===== config.mk =====
export PLATFORM = sky130hd
export DESIGN_NAME = rpn_sequencer
export DESIGN_NICKNAME = d
export VERILOG_FILES = /design/src/rtl/rpn_pkg.sv /design/src/rtl/rpn_sequencer.sv
export SDC_FILE = /design/constraint.sdc
export NUM_CORES = 1
export LEC_CHECK = 0
export BUFFER_PORTS_ARGS = -buffer_cell sky130_fd_sc_hd__buf_2
export CAP_MARGIN = 40
export CORE_MARGIN = 2
export CORE_UTILIZATION = 51
export CTS_CLUSTER_SIZE = 24
export DETAILED_ROUTE_END_ITERATION = 12
export PLACE_DENSITY_LB_ADDON = 0.2
export SKIP_LAST_GASP = 1
export SYNTH_ARGS = -nofsm -noshare
export SYNTH_HDL_FRONTEND = slang
export SYNTH_SLANG_ARGS = --single-unit

===== constraint.sdc =====
create_clock -name clk -period 2 [get_ports clk]
set_clock_uncertainty 0.05 [all_clocks]
set_input_delay 0.1 -clock clk [delete_from_list [all_inputs] [get_ports clk]]
set_output_delay 0.1 -clock clk [all_outputs]
set_load 0.02 [all_outputs]

===== src/rtl/rpn_pkg.sv =====
// Shared opcode, error-code and state definitions for the RPN expression sequencer.
package rpn_pkg;

  localparam logic [2:0] OP_NOP  = 3'b000;
  localparam logic [2:0] OP_ADD  = 3'b100;
  localparam logic [2:0] OP_MUL  = 3'b101;
  localparam logic [2:0] OP_PUSH = 3'b110;
  localparam logic [2:0] OP_POP  = 3'b111;

  localparam logic [1:0] ERR_OK    = 2'b00;
  localparam logic [1:0] ERR_UNDER = 2'b01;
  localparam logic [1:0] ERR_FULL  = 2'b10;
  localparam logic [1:0] ERR_DEPTH = 2'b11;

  typedef enum logic [2:0] {
    IDLE, EXEC, CHECK, FPOP, FCHK, FLUSH, DRAIN, DONE
  } state_e;

endpackage


===== src/rtl/rpn_sequencer.sv =====
// Evaluates one RPN expression per result record by driving a stack-based ALU.
// Optional RPN_OVF_ABORT_EN: ALU overflow aborts the expression with a stack/ALU error.
module rpn_sequencer
  import rpn_pkg::*;
#(
  parameter int N        = 4,
  parameter int MAX_SIZE = 1024
) (
  input  logic         clk,
  input  logic         rst,
  input  logic         tok_valid,
  output logic         tok_ready,
  input  logic         tok_is_op,
  input  logic [N-1:0] tok_data,
  input  logic         tok_last,
  output logic [2:0]   alu_opcode,
  output logic [N-1:0] alu_input_data,
  input  logic [N-1:0] alu_output_data,
  input  logic         alu_overflow,
  input  logic         alu_success,
  output logic         res_valid,
  input  logic         res_ready,
  output logic [N-1:0] res_data,
  output logic         res_overflow,
  output logic [1:0]   res_err
);

  localparam int DW = $clog2(MAX_SIZE + 1);
  localparam logic [DW-1:0] DEPTH_MAX = DW'(MAX_SIZE);

  state_e         state_q, state_d;
  logic [DW-1:0]  depth_q, depth_d;
  logic           is_op_q, is_op_d;
  logic           mul_q, mul_d;
  logic [N-1:0]   data_q, data_d;
  logic           last_q, last_d;
  logic [N-1:0]   res_data_q, res_data_d;
  logic           res_ovf_q, res_ovf_d;
  logic [1:0]     res_err_q, res_err_d;
  logic           ovf_abort;

`ifdef RPN_OVF_ABORT_EN
  assign ovf_abort = alu_overflow;
`else
  assign ovf_abort = 1'b0;
`endif

  // NOTE: every output and next-state signal gets a default first so no path leaves it unassigned (no latches).
  always_comb begin
    state_d        = state_q;
    depth_d        = depth_q;
    is_op_d        = is_op_q;
    mul_d          = mul_q;
    data_d         = data_q;
    last_d         = last_q;
    res_data_d     = res_data_q;
    res_ovf_d      = res_ovf_q;
    res_err_d      = res_err_q;
    tok_ready      = 1'b0;
    alu_opcode     = OP_NOP;
    alu_input_data = '0;
    res_valid      = 1'b0;

    case (state_q)
      IDLE: begin
        tok_ready = 1'b1;
        if (tok_valid) begin
          is_op_d = tok_is_op;
          mul_d   = tok_data[0];
          data_d  = tok_data;
          last_d  = tok_last;
          if (tok_is_op && depth_q < DW'(2)) begin
            res_err_d = ERR_UNDER;
            state_d   = tok_last ? DRAIN : FLUSH;
          end else if (!tok_is_op && depth_q == DEPTH_MAX) begin
            res_err_d = ERR_FULL;
            state_d   = tok_last ? DRAIN : FLUSH;
          end else begin
            state_d = EXEC;
          end
        end
      end
      EXEC: begin
        if (is_op_q) begin
          alu_opcode = mul_q ? OP_MUL : OP_ADD;
          depth_d    = depth_q - DW'(1);
        end else begin
          alu_opcode     = OP_PUSH;
          alu_input_data = data_q;
          depth_d        = depth_q + DW'(1);
        end
        state_d = CHECK;
      end
      CHECK: begin
        res_ovf_d = res_ovf_q | alu_overflow;
        if (!alu_success || ovf_abort) begin
          res_err_d = ERR_FULL;
          state_d   = last_q ? DRAIN : FLUSH;
        end else if (last_q) begin
          if (depth_q == DW'(1)) begin
            state_d = FPOP;
          end else begin
            res_err_d = ERR_DEPTH;
            state_d   = DRAIN;
          end
        end else begin
          state_d = IDLE;
        end
      end
      FPOP: begin
        alu_opcode = OP_POP;
        depth_d    = '0;
        state_d    = FCHK;
      end
      FCHK: begin
        if (alu_success) begin
          res_data_d = alu_output_data;
        end else begin
          res_data_d = '0;
          res_err_d  = ERR_FULL;
        end
        state_d = DONE;
      end
      FLUSH: begin
        tok_ready = 1'b1;
        if (tok_valid && tok_last) state_d = DRAIN;
      end
      DRAIN: begin
        // Unwind whatever the aborted expression left on the ALU stack.
        if (depth_q != '0) begin
          alu_opcode = OP_POP;
          depth_d    = depth_q - DW'(1);
        end else begin
          res_data_d = '0;
          state_d    = DONE;
        end
      end
      DONE: begin
        res_valid = 1'b1;
        if (res_ready) begin
          res_ovf_d = 1'b0;
          res_err_d = ERR_OK;
          state_d   = IDLE;
        end
      end
      default: state_d = IDLE;
    endcase
  end

  // NOTE: state registers use non-blocking assignments so all flops update together at the edge.
  always_ff @(posedge clk or posedge rst) begin
    if (rst) begin
      state_q    <= IDLE;
      depth_q    <= '0;
      is_op_q    <= 1'b0;
      mul_q      <= 1'b0;
      data_q     <= '0;
      last_q     <= 1'b0;
      res_data_q <= '0;
      res_ovf_q  <= 1'b0;
      res_err_q  <= ERR_OK;
    end else begin
      state_q    <= state_d;
      depth_q    <= depth_d;
      is_op_q    <= is_op_d;
      mul_q      <= mul_d;
      data_q     <= data_d;
      last_q     <= last_d;
      res_data_q <= res_data_d;
      res_ovf_q  <= res_ovf_d;
      res_err_q  <= res_err_d;
    end
  end

  assign res_data     = res_data_q;
  assign res_overflow = res_ovf_q;
  assign res_err      = res_err_q;

endmodule


==> flow_metrics.env, run 1 <==
export IMPL_synth_edff_count=0
export IMPL_worst_setup_path_end_kind="flop"
export IMPL_cts_buffer_depth=2
export IMPL_outcome="finished with violations"
export IMPL_ff2ff_setup_slack_ns=0.04
export IMPL_max_freq_ghz=0.511
export IMPL_grt_max_degree=28
export IMPL_cts_htree_levels=1
export IMPL_dp_hpwl_um=3660
export IMPL_cts_clk_slew_worst_paths_ns=0.10
export IMPL_stdcell_area_sq_um=2530
export IMPL_cap_violations=0
export IMPL_slowest_delay_ns=0.40
export IMPL_synth_seq_cells=27
export IMPL_clk_latency_ns=0.28
export IMPL_dieArea_sq_um=4280
export IMPL_hold_ws_ns=-0.000400
export IMPL_hp_start="tok_data[2]"
export IMPL_peakVddDrop_v=0.00141
export IMPL_io_pins=32
export IMPL_relSlewSlack_pct=71.4
export IMPL_grt_pass1_wl_um=8750
export IMPL_power_density_nw_per_um2=1730
export IMPL_avgSynthCellArea_sq_um=8.94
export IMPL_cp_data_required_time_ns=2.12
export IMPL_cts_made_buffers=3
export IMPL_synth_top_area_share_pct=35.1
export IMPL_final_max_slew_violation_count=0
export IMPL_p_switching_uw=2100
export IMPL_timing_final_crit_share_pct=97.8
export IMPL_dieHeight_um=65.4
export IMPL_worst_slew_pin_slew_ns=0.429
export IMPL_hold_viol=1
export IMPL_reg2reg_to="res_err[0]"
export IMPL_comb_power_share_pct=67.8
export IMPL_synthArstFlopShare_pct=100
export IMPL_violations="hold timing"
export IMPL_num_antenna_cells=0
export IMPL_worstPathMaxFanout=3
export IMPL_cts_tree="built"
export IMPL_cts_root_buf="clkbuf_8"
export IMPL_netlist_area_sq_um=1920
export IMPL_rr_startpoint="depth_q[1]"
export IMPL_yosysMostFrequentCell="dfrtp_1"
export IMPL_worstSetupStartpointType="flop"
export IMPL_p_clk_share_pct=7.4
export IMPL_drt_iter0_drc=159
export IMPL_worst_hold_path_num_cells=2
export IMPL_setup_violations_final=0
export IMPL_power_leakage_uw=0.00117
export IMPL_power_total_uw=4390
export IMPL_grt_antenna_before_repair=0
export IMPL_ys_top_cells_by_area="dfrtp_1, a21oi_1, mux2_2, a22o_1, o31ai_1"
export IMPL_synth_top_area_cell="dfrtp_1"
export IMPL_crit_type="flop to flop"
export IMPL_rows=22
export IMPL_dr_pass1_iters=5
export IMPL_slowest_stage="dfrtp_1"
export IMPL_swShare_pct=47.8
export IMPL_p_int_uw=2290
export IMPL_yosysUniqueCellTypes=55
export IMPL_cts_sinks=27
export IMPL_drcViolationCount=0
export IMPL_min_path_type="primary input to flop"
export IMPL_syn_to_final_growth_pct=31.6
export IMPL_path_cells="inv_2 -> ha_4 -> nor3b_4 -> nand2_4 -> o41ai_4 -> o221ai_2 -> mux2_4"
export IMPL_power_frac_seq_pct=24.9
export IMPL_totalWireLength_um=5280
export IMPL_synth_common_cells="dfrtp_1, a21oi_1, nor2_1"
export IMPL_globalplace_congestion=0.884
export IMPL_syn_nets=234
export IMPL_rr_worst_depth=7
export IMPL_rsz0062_at_grt="yes"
export IMPL_io_buffers=31
export IMPL_grt_pass1_vias=1823
export IMPL_grt_ovfl_total=0
export IMPL_fin_crit_ns=1.96
export IMPL_track_usage_pct=26.2
export IMPL_ys_seq_area_share_pct=35.1
export IMPL_wl_per_cell_um=16.2
export IMPL_yosysWarnings=0
export IMPL_synthFlopType="dfrtp_1"
export IMPL_final_util_pct=69.7
export IMPL_initial_core_util_pct=52.9
export IMPL_drtAntennaViolNets=0
export IMPL_die_x_um=65.4
export IMPL_via_per_inst=6.07
export IMPL_num_vias=1980
export IMPL_drive_above_1_share_pct=34.5
export IMPL_whs_endpoint="data_q[2]"
export IMPL_synthCells=215
export IMPL_core_sq_um=3630
export IMPL_fillers=293
export IMPL_cp_arrival_ns=2.07
export IMPL_finalNetCount=298
export IMPL_postPlaceCellArea_sq_um=2320
metrics by stage:
step	TNS, ns	std cells	worst slack, ns	hold slack, ns
4_1_cts	0	320	0.00816	0.00210
6_report	0	326	0.0432	-0.000400
2_1_floorplan	-0.115	215	-0.0575	0.103
3_5_place_dp	0	311	0.0501	0.135
3_3_place_gp	0	311	0.0830	0.133
5_1_grt	-0.0833	326	-0.0213	0.00147
critical path: cells and delay by family, from the launching register on:
| kind | cells | cell delay (ns) |
|---|---|---|
| multiplexers | 1 | 0.32 |
| flip-flops | 1 | 0.40 |
| adder cells (fa/ha/maj) | 1 | 0.14 |
| AO/OA/AOI/OAI | 2 | 0.46 |
| AND/OR/NAND/NOR | 2 | 0.37 |
| buffers and inverters | 1 | 0.10 |
cell families after synthesis:
kind of cell | after synthesis | share of synthesized area [%]
xor+xnor | 3 | 1.37
buf+inv | 20 | 4.36
mux | 10 | 5.73
flops | 27 | 35.1
compound gates | 75 | 27.5
simple gates | 77 | 23.9
fa+ha+maj | 3 | 1.95
area by class of cell:
| class | count | area (sq um) | area share [%] |
|---|---|---|---|
| Tap cell | 48 | 60.1 | 2.37 |
| Inverter | 6 | 27.5 | 1.09 |
| Sequential cell | 27 | 676 | 26.7 |
| Multi-Input combinational cell | 168 | 1230 | 48.6 |
| Clock inverter | 1 | 5.00 | 0.198 |
| Timing Repair Buffer | 73 | 492 | 19.4 |
| Clock buffer | 3 | 41.3 | 1.63 |
repair_timing:
| item | CTS | global route |
|---|---|---|
| hold endpoints to repair | 31 | 1 |
| hold buffers | 5 | 1 |
| buffers inserted | 0 | 5 |
| pin swaps | 0 | 2 |
| resized for setup | 1 | 13 |
| setup endpoints to repair | 4 | 16 |
state kept, by name, summed over array words and instances, names as in the netlist:
name and flops:
depth_q 11, data_q 4, res_data 4, state_q 3, res_err 2, is_op_q 1, last_q 1, res_overflow 1
power groups by stage:
stage / clock, uW / sequential, uW / combinational [uW]
global route: 353 / 1130 / 3220
CTS: 326 / 1080 / 2730
floorplan: 0 / 1050 / 1810
finish: 323 / 1090 / 2970
global placement: 0 / 1080 / 2670
detailed placement: 0 / 1090 / 2690
cells in the final DEF (no fill, tap or decap), types with 7 or more instances in the layout:
cell,n
nand2_1,12
buf_4,36
o31ai_1,7
a21oi_1,19
a22o_1,7
o21ai_0,8
buf_2,30
and2_1,7
dfrtp_1,27
nor2_1,14
metal layers:
| metal | wire length, um | GRT usage, % | vias to the layer above |
|---|---|---|---|
| met2 | 2540 | 42.9 | 87 |
| li1 | - | - | 938 |
| met4 | 83 | 7.29 | 0 |
| met5 | 0 | 0 | - |
| met3 | 343 | 2.91 | 10 |
| met1 | 2310 | 36.8 | 945 |
how the worst max path moves through the flow:
stage                           from          to  cells past startpoint
after floorplan           depth_q[0]  res_err[0]                      8
after CTS                 depth_q[5]  state_q[0]                      6
after global placement    depth_q[5]  res_err[1]                      5
after detailed placement  depth_q[5]  state_q[0]                      6
final                     depth_q[1]  res_err[0]                      7
after global routing      depth_q[1]  res_err[1]                      7
Note: power is estimated with default switching activity, not from simulation.
==> inputs of run 2 (changes only) <==
- CORE_ASPECT_RATIO: not set -> 1.5
- CORE_MARGIN: 2 -> 10
- GPL_TIMING_DRIVEN: not set -> 0
==> run 2 against run 1 <==
  * The run ends with setup timing left
  * Via count is 1.2% lower
  * Combinational power is 7.7% higher
  * Flip-flop and latch count stayed put
  * Routed wire length is 11% higher
  * Sequential share of layout area is 0.99 points lower
  * Cell count is 2.5% lower
  * Largest power group unchanged
  * Highest routed layer unchanged
==> flow_metrics.env, run 2 (synthesis gave the netlist of run 1 again) <==
export IMPL_track_usage_pct=16.7
export IMPL_cts_made_buffers=3
export IMPL_final_cell_mix="buf_2, dfrtp_1, buf_4"
export IMPL_layout_commonest_cell="buf_2"
export IMPL_top_layer="met4"
export IMPL_largest_reg_flops=11
export IMPL_cts_sinks=27
export IMPL_crit_type="flop to output port"
export IMPL_grt_pass1_wl_um=9390
export IMPL_wl_met2_um=3300
export IMPL_path_cells="clkbuf_8 -> inv_4 -> ha_4 -> nor3b_4 -> buf_6 -> buf_4 -> a31o_4 -> o21ai_0 -> buf_2"
export IMPL_drive_above_1_share_pct=38.2
export IMPL_core_sq_um=3650
export IMPL_cts_tree="built"
export IMPL_worstSetupStartpointType="flop"
export IMPL_finalSetupTns_ns=-0.101
export IMPL_min_path_type="primary input to flop"
export IMPL_finalNetCount=295
export IMPL_rsz0062_at_grt="yes"
export IMPL_dr_pass1_iters=4
export IMPL_num_vias=1956
export IMPL_hp_start="alu_output_data[3]"
export IMPL_swShare_pct=49.1
export IMPL_final_util_pct=72.5
export IMPL_hold_viol=0
export IMPL_outcome="finished with violations"
export IMPL_relSlewSlack_pct=62.4
export IMPL_fin_crit_ns=2.04
export IMPL_fin_ws_ns=-0.0430
export IMPL_drcViolationCount=0
export IMPL_slowest_delay_ns=0.38
export IMPL_grt_max_degree=19
export IMPL_grt_pass1_vias=1978
export IMPL_rows=27
export IMPL_slowest_stage="dfrtp_1"
export IMPL_p_clk_share_pct=7.1
export IMPL_rr_startpoint="depth_q[0]"
export IMPL_power_density_nw_per_um2=1770
export IMPL_cp_arrival_ns=1.89
export IMPL_power_frac_seq_pct=24.3
export IMPL_grt_antenna_before_repair=0
export IMPL_syn_to_final_growth_pct=37.5
export IMPL_cts_buffer_depth=2
export IMPL_power_leakage_uw=0.00117
export IMPL_dieHeight_um=95.2
export IMPL_via_per_inst=6.15
export IMPL_totalWireLength_um=5860
export IMPL_crit_start="depth_q[0]"
export IMPL_multiInputGateArea_sq_um=1320
export IMPL_initial_core_util_pct=52.7
export IMPL_max_freq_ghz=0.489
export IMPL_wl_per_cell_um=18.4
export IMPL_drtAntennaViolNets=0
export IMPL_p_switching_uw=2290
export IMPL_cts_htree_levels=1
export IMPL_drt_iter0_drc=167
export IMPL_fillers=280
export IMPL_peakVddDrop_v=0.00116
export IMPL_die_x_um=70.1
export IMPL_io_pins=32
export IMPL_clk_latency_ns=0.28
export IMPL_setup_violations_final=7
export IMPL_cap_violations=0
export IMPL_cp_data_required_time_ns=1.85
export IMPL_dr_wl_met3_um=232
export IMPL_globalplace_congestion=0.905
export IMPL_comb_power_share_pct=68.5
export IMPL_timing_final_crit_share_pct=102
export IMPL_dp_hpwl_um=4050
export IMPL_num_antenna_cells=0
export IMPL_power_total_uw=4670
export IMPL_violations="setup timing"
export IMPL_worst_slew_pin_slew_ns=0.561
export IMPL_cts_root_buf="clkbuf_8"
export IMPL_regArea_sq_um=679
export IMPL_crit_family="buffers and inverters"
export IMPL_cts_clk_slew_worst_paths_ns=0.10
export IMPL_grt_ovfl_total=0
export IMPL_final_max_slew_violation_count=0
export IMPL_worst_setup_path_end_kind="output port"
export IMPL_regMostFlops="depth_q"
export IMPL_dieArea_sq_um=6680
export IMPL_p_int_uw=2380
export IMPL_drt_met1_wl_um=2210
export IMPL_path_buf_inv=5
export IMPL_hold_ws_ns=0.00653
export IMPL_io_buffers=31
export IMPL_worstPathMaxFanout=5
export IMPL_post_place_ws_ns=-0.340
[run 2: power groups by stage]
stage | combinational (uW) | sequential [uW] | clock [uW]
floorplan | 1810 | 1050 | 0
global route | 3460 | 1170 | 362
CTS | 2810 | 1080 | 346
global placement | 2410 | 1030 | 0
detailed placement | 2460 | 1040 | 0
finish | 3200 | 1140 | 333
[run 2: worst paths after layout]
path                       slack (ns)  cells past startpoint       endpoint
max reg2reg                     -0.02                     10     state_q[1]
max in group asynchronous        1.10                      4     state_q[0]
max                             -0.04                      9  alu_opcode[1]
min in group asynchronous        0.33                      3     depth_q[2]
min                             0.007                      2    res_data[3]
min reg2reg                      0.46                      1    res_data[3]
[run 2: through the flow]
step,std cells,area [sq um]
global route,318,2640
detailed placement,290,2180
floorplan,215,1950
CTS,310,2470
finish,318,2640
global placement,289,2160
[run 2: layout make-up]
cell class	instances	area share (%)
Buffer	9	2.65
Clock buffer	3	1.56
Clock inverter	1	0.331
Inverter	6	1.14
Multi-Input combinational cell	168	49.8
Sequential cell	27	25.7
Tap cell	43	2.04
Timing Repair Buffer	61	16.8
[run 2: metal layers]
metal	GRT usage, %	vias to the layer above
li1	-	940
met1	17.2	935
met2	32.7	68
met3	1.77	13
met4	7.92	0
met5	0	-
[run 2: repair_timing]
| action | in CTS | in global routing |
|---|---|---|
| hold buffers | 8 | 0 |
| buffers inserted | 12 | 9 |
| resized for setup | 24 | 25 |
| setup endpoints to repair | 32 | 26 |
| hold endpoints to repair | 16 | 0 |
| pin swaps | 8 | 15 |
==> inputs of run 3 (changes only) <==
- CORE_MARGIN: 10 -> not set
==> run 3 against run 2 <==
  * The flow still finishes with violations (setup timing)
  * Power increased by 5.2%
  * Die area shrank 40%
  * Flip-flop and latch count unchanged
  * Via count increased by 6.6%
  * Critical path depth unchanged
  * Combinational power increased by 7.5%
==> flow_metrics.env, run 3 (synthesis gave the netlist of run 1 again) <==
export IMPL_outcome="finished with violations"
export IMPL_violations="setup timing"
export IMPL_dieHeight_um=77.2
export IMPL_timing_final_crit_share_pct=105
export IMPL_power_total_uw=4910
export IMPL_grt_max_degree=19
export IMPL_dr_wl_met3_um=264
export IMPL_final_cell_mix="buf_2, dfrtp_1, buf_4"
export IMPL_crit_type="flop to flop"
export IMPL_track_usage_pct=30.5
export IMPL_cts_clk_slew_worst_paths_ns=0.11
export IMPL_wl_per_cell_um=18.4
export IMPL_layout_commonest_cell="buf_2"
export IMPL_finalNetCount=301
export IMPL_io_pins=32
export IMPL_postPlaceCellArea_sq_um=2180
export IMPL_max_freq_ghz=0.477
export IMPL_cp_data_required_time_ns=2.13
export IMPL_worst_setup_path_end_kind="flop"
export IMPL_setup_violations_final=12
export IMPL_top_layer="met4"
export IMPL_grt_antenna_before_repair=0
export IMPL_drive_above_1_share_pct=41.3
export IMPL_min_path_type="primary input to flop"
export IMPL_drtAntennaViolNets=0
export IMPL_die_x_um=52.1
export IMPL_wl_met2_um=3320
export IMPL_cts_tree="built"
export IMPL_power_density_nw_per_um2=1790
export IMPL_relSlewSlack_pct=57.2
export IMPL_cts_htree_levels=1
export IMPL_cts_sinks=27
export IMPL_drt_iter0_drc=91
export IMPL_worstSetupStartpointType="flop"
export IMPL_via_per_inst=6.44
export IMPL_worst_slew_pin_slew_ns=0.642
export IMPL_cts_buffer_depth=2
export IMPL_place_detailed_instances=290
export IMPL_core_sq_um=3650
export IMPL_post_place_ws_ns=-0.338
export IMPL_hold_viol=0
export IMPL_stdcell_area_sq_um=2750
export IMPL_drt_met1_wl_um=2200
export IMPL_worstPathMaxFanout=4
export IMPL_final_cells=324
export IMPL_dr_pass1_iters=5
export IMPL_rows=27
export IMPL_cap_violations=0
export IMPL_cp_arrival_ns=2.22
export IMPL_peakVddDrop_v=0.00125
export IMPL_regMostFlops="depth_q"
export IMPL_grt_pass1_wl_um=9310
export IMPL_dp_hpwl_um=3720
export IMPL_power_leakage_uw=0.00120
export IMPL_dieArea_sq_um=4030
export IMPL_initial_core_util_pct=52.7
export IMPL_largest_reg_flops=11
export IMPL_grt_ovfl_total=0
export IMPL_cts_made_buffers=3
export IMPL_drcViolationCount=0
export IMPL_fin_crit_ns=2.09
export IMPL_num_vias=2086
export IMPL_fin_ws_ns=-0.0947
export IMPL_globalplace_congestion=0.877
export IMPL_clk_latency_ns=0.29
export IMPL_grt_pass1_vias=1991
export IMPL_rsz0062_at_grt="yes"
export IMPL_cts_root_buf="clkbuf_8"
export IMPL_totalWireLength_um=5960
export IMPL_final_max_slew_violation_count=0
export IMPL_num_antenna_cells=0
export IMPL_io_buffers=31
export IMPL_syn_to_final_growth_pct=43.0
==> run 3: area by class of cell <==
type	count	area [sq um]
multi-input combinational	168	1340
buffer	10	73.8
clock buffer	3	41.3
clock inverter	1	8.76
tap	43	53.8
sequential	27	682
inverter	6	32.5
fill	252	898
timing repair buffer	66	514
==> run 3: final timing paths <==
check	cells after the start	slack, ns	endpoint	from
worst max-delay path	9	-0.09	res_err[0]	depth_q[0]
worst min-delay path	2	0.03	last_q	tok_last
worst max register to register	9	-0.09	res_err[0]	depth_q[0]
worst min register to register	1	0.46	data_q[3]	data_q[3]
max in group asynchronous	4	1.11	state_q[0]	rst
min in group asynchronous	3	0.31	depth_q[3]	rst
==> run 3: power by group <==
group          leakage, uW  internal [uW]  total, uW  switching [uW]
sequential        0.000323            802       1120             322
clock            0.0000261            147        344             197
combinational     0.000849           1560       3440            1890
==> run 3: repair_timing <==
item	4_1_cts	5_1_grt
pin swaps	12	13
hold buffers	9	0
setup endpoints to repair	32	33
hold endpoints to repair	17	0
cloned	2	0
gates resized for setup	24	37
buffers inserted	17	7
==> run 3: critical path, cell delays in order, from the launching register on <==
cell	delay, ns
dfrtp_1	0.40
clkbuf_8	0.15
inv_6	0.05
ha_4	0.11
nor3b_4	0.24
buf_12	0.16
nand2_8	0.05
o41ai_4	0.26
o221ai_2	0.19
mux2_4	0.32
==> run 3: metal layers <==
metal  vias up  track usage (%)
met3        27             2.58
met4         0             15.8
met2        90             52.8
li1        955                -
met5         -                0
met1      1014             36.0
==> run 3: per-stage QoR <==
step | util (%) | hold slack, ns | TNS, ns
after floorplan | - | 0.103 | -0.115
after global placement | 59.1 | 0.273 | -5.25
after detailed placement | 59.9 | 0.0909 | -4.88
after CTS | 71.0 | 0.0285 | -1.35
after global routing | 75.4 | 0.0215 | -1.94
final | 75.4 | 0.0311 | -0.578
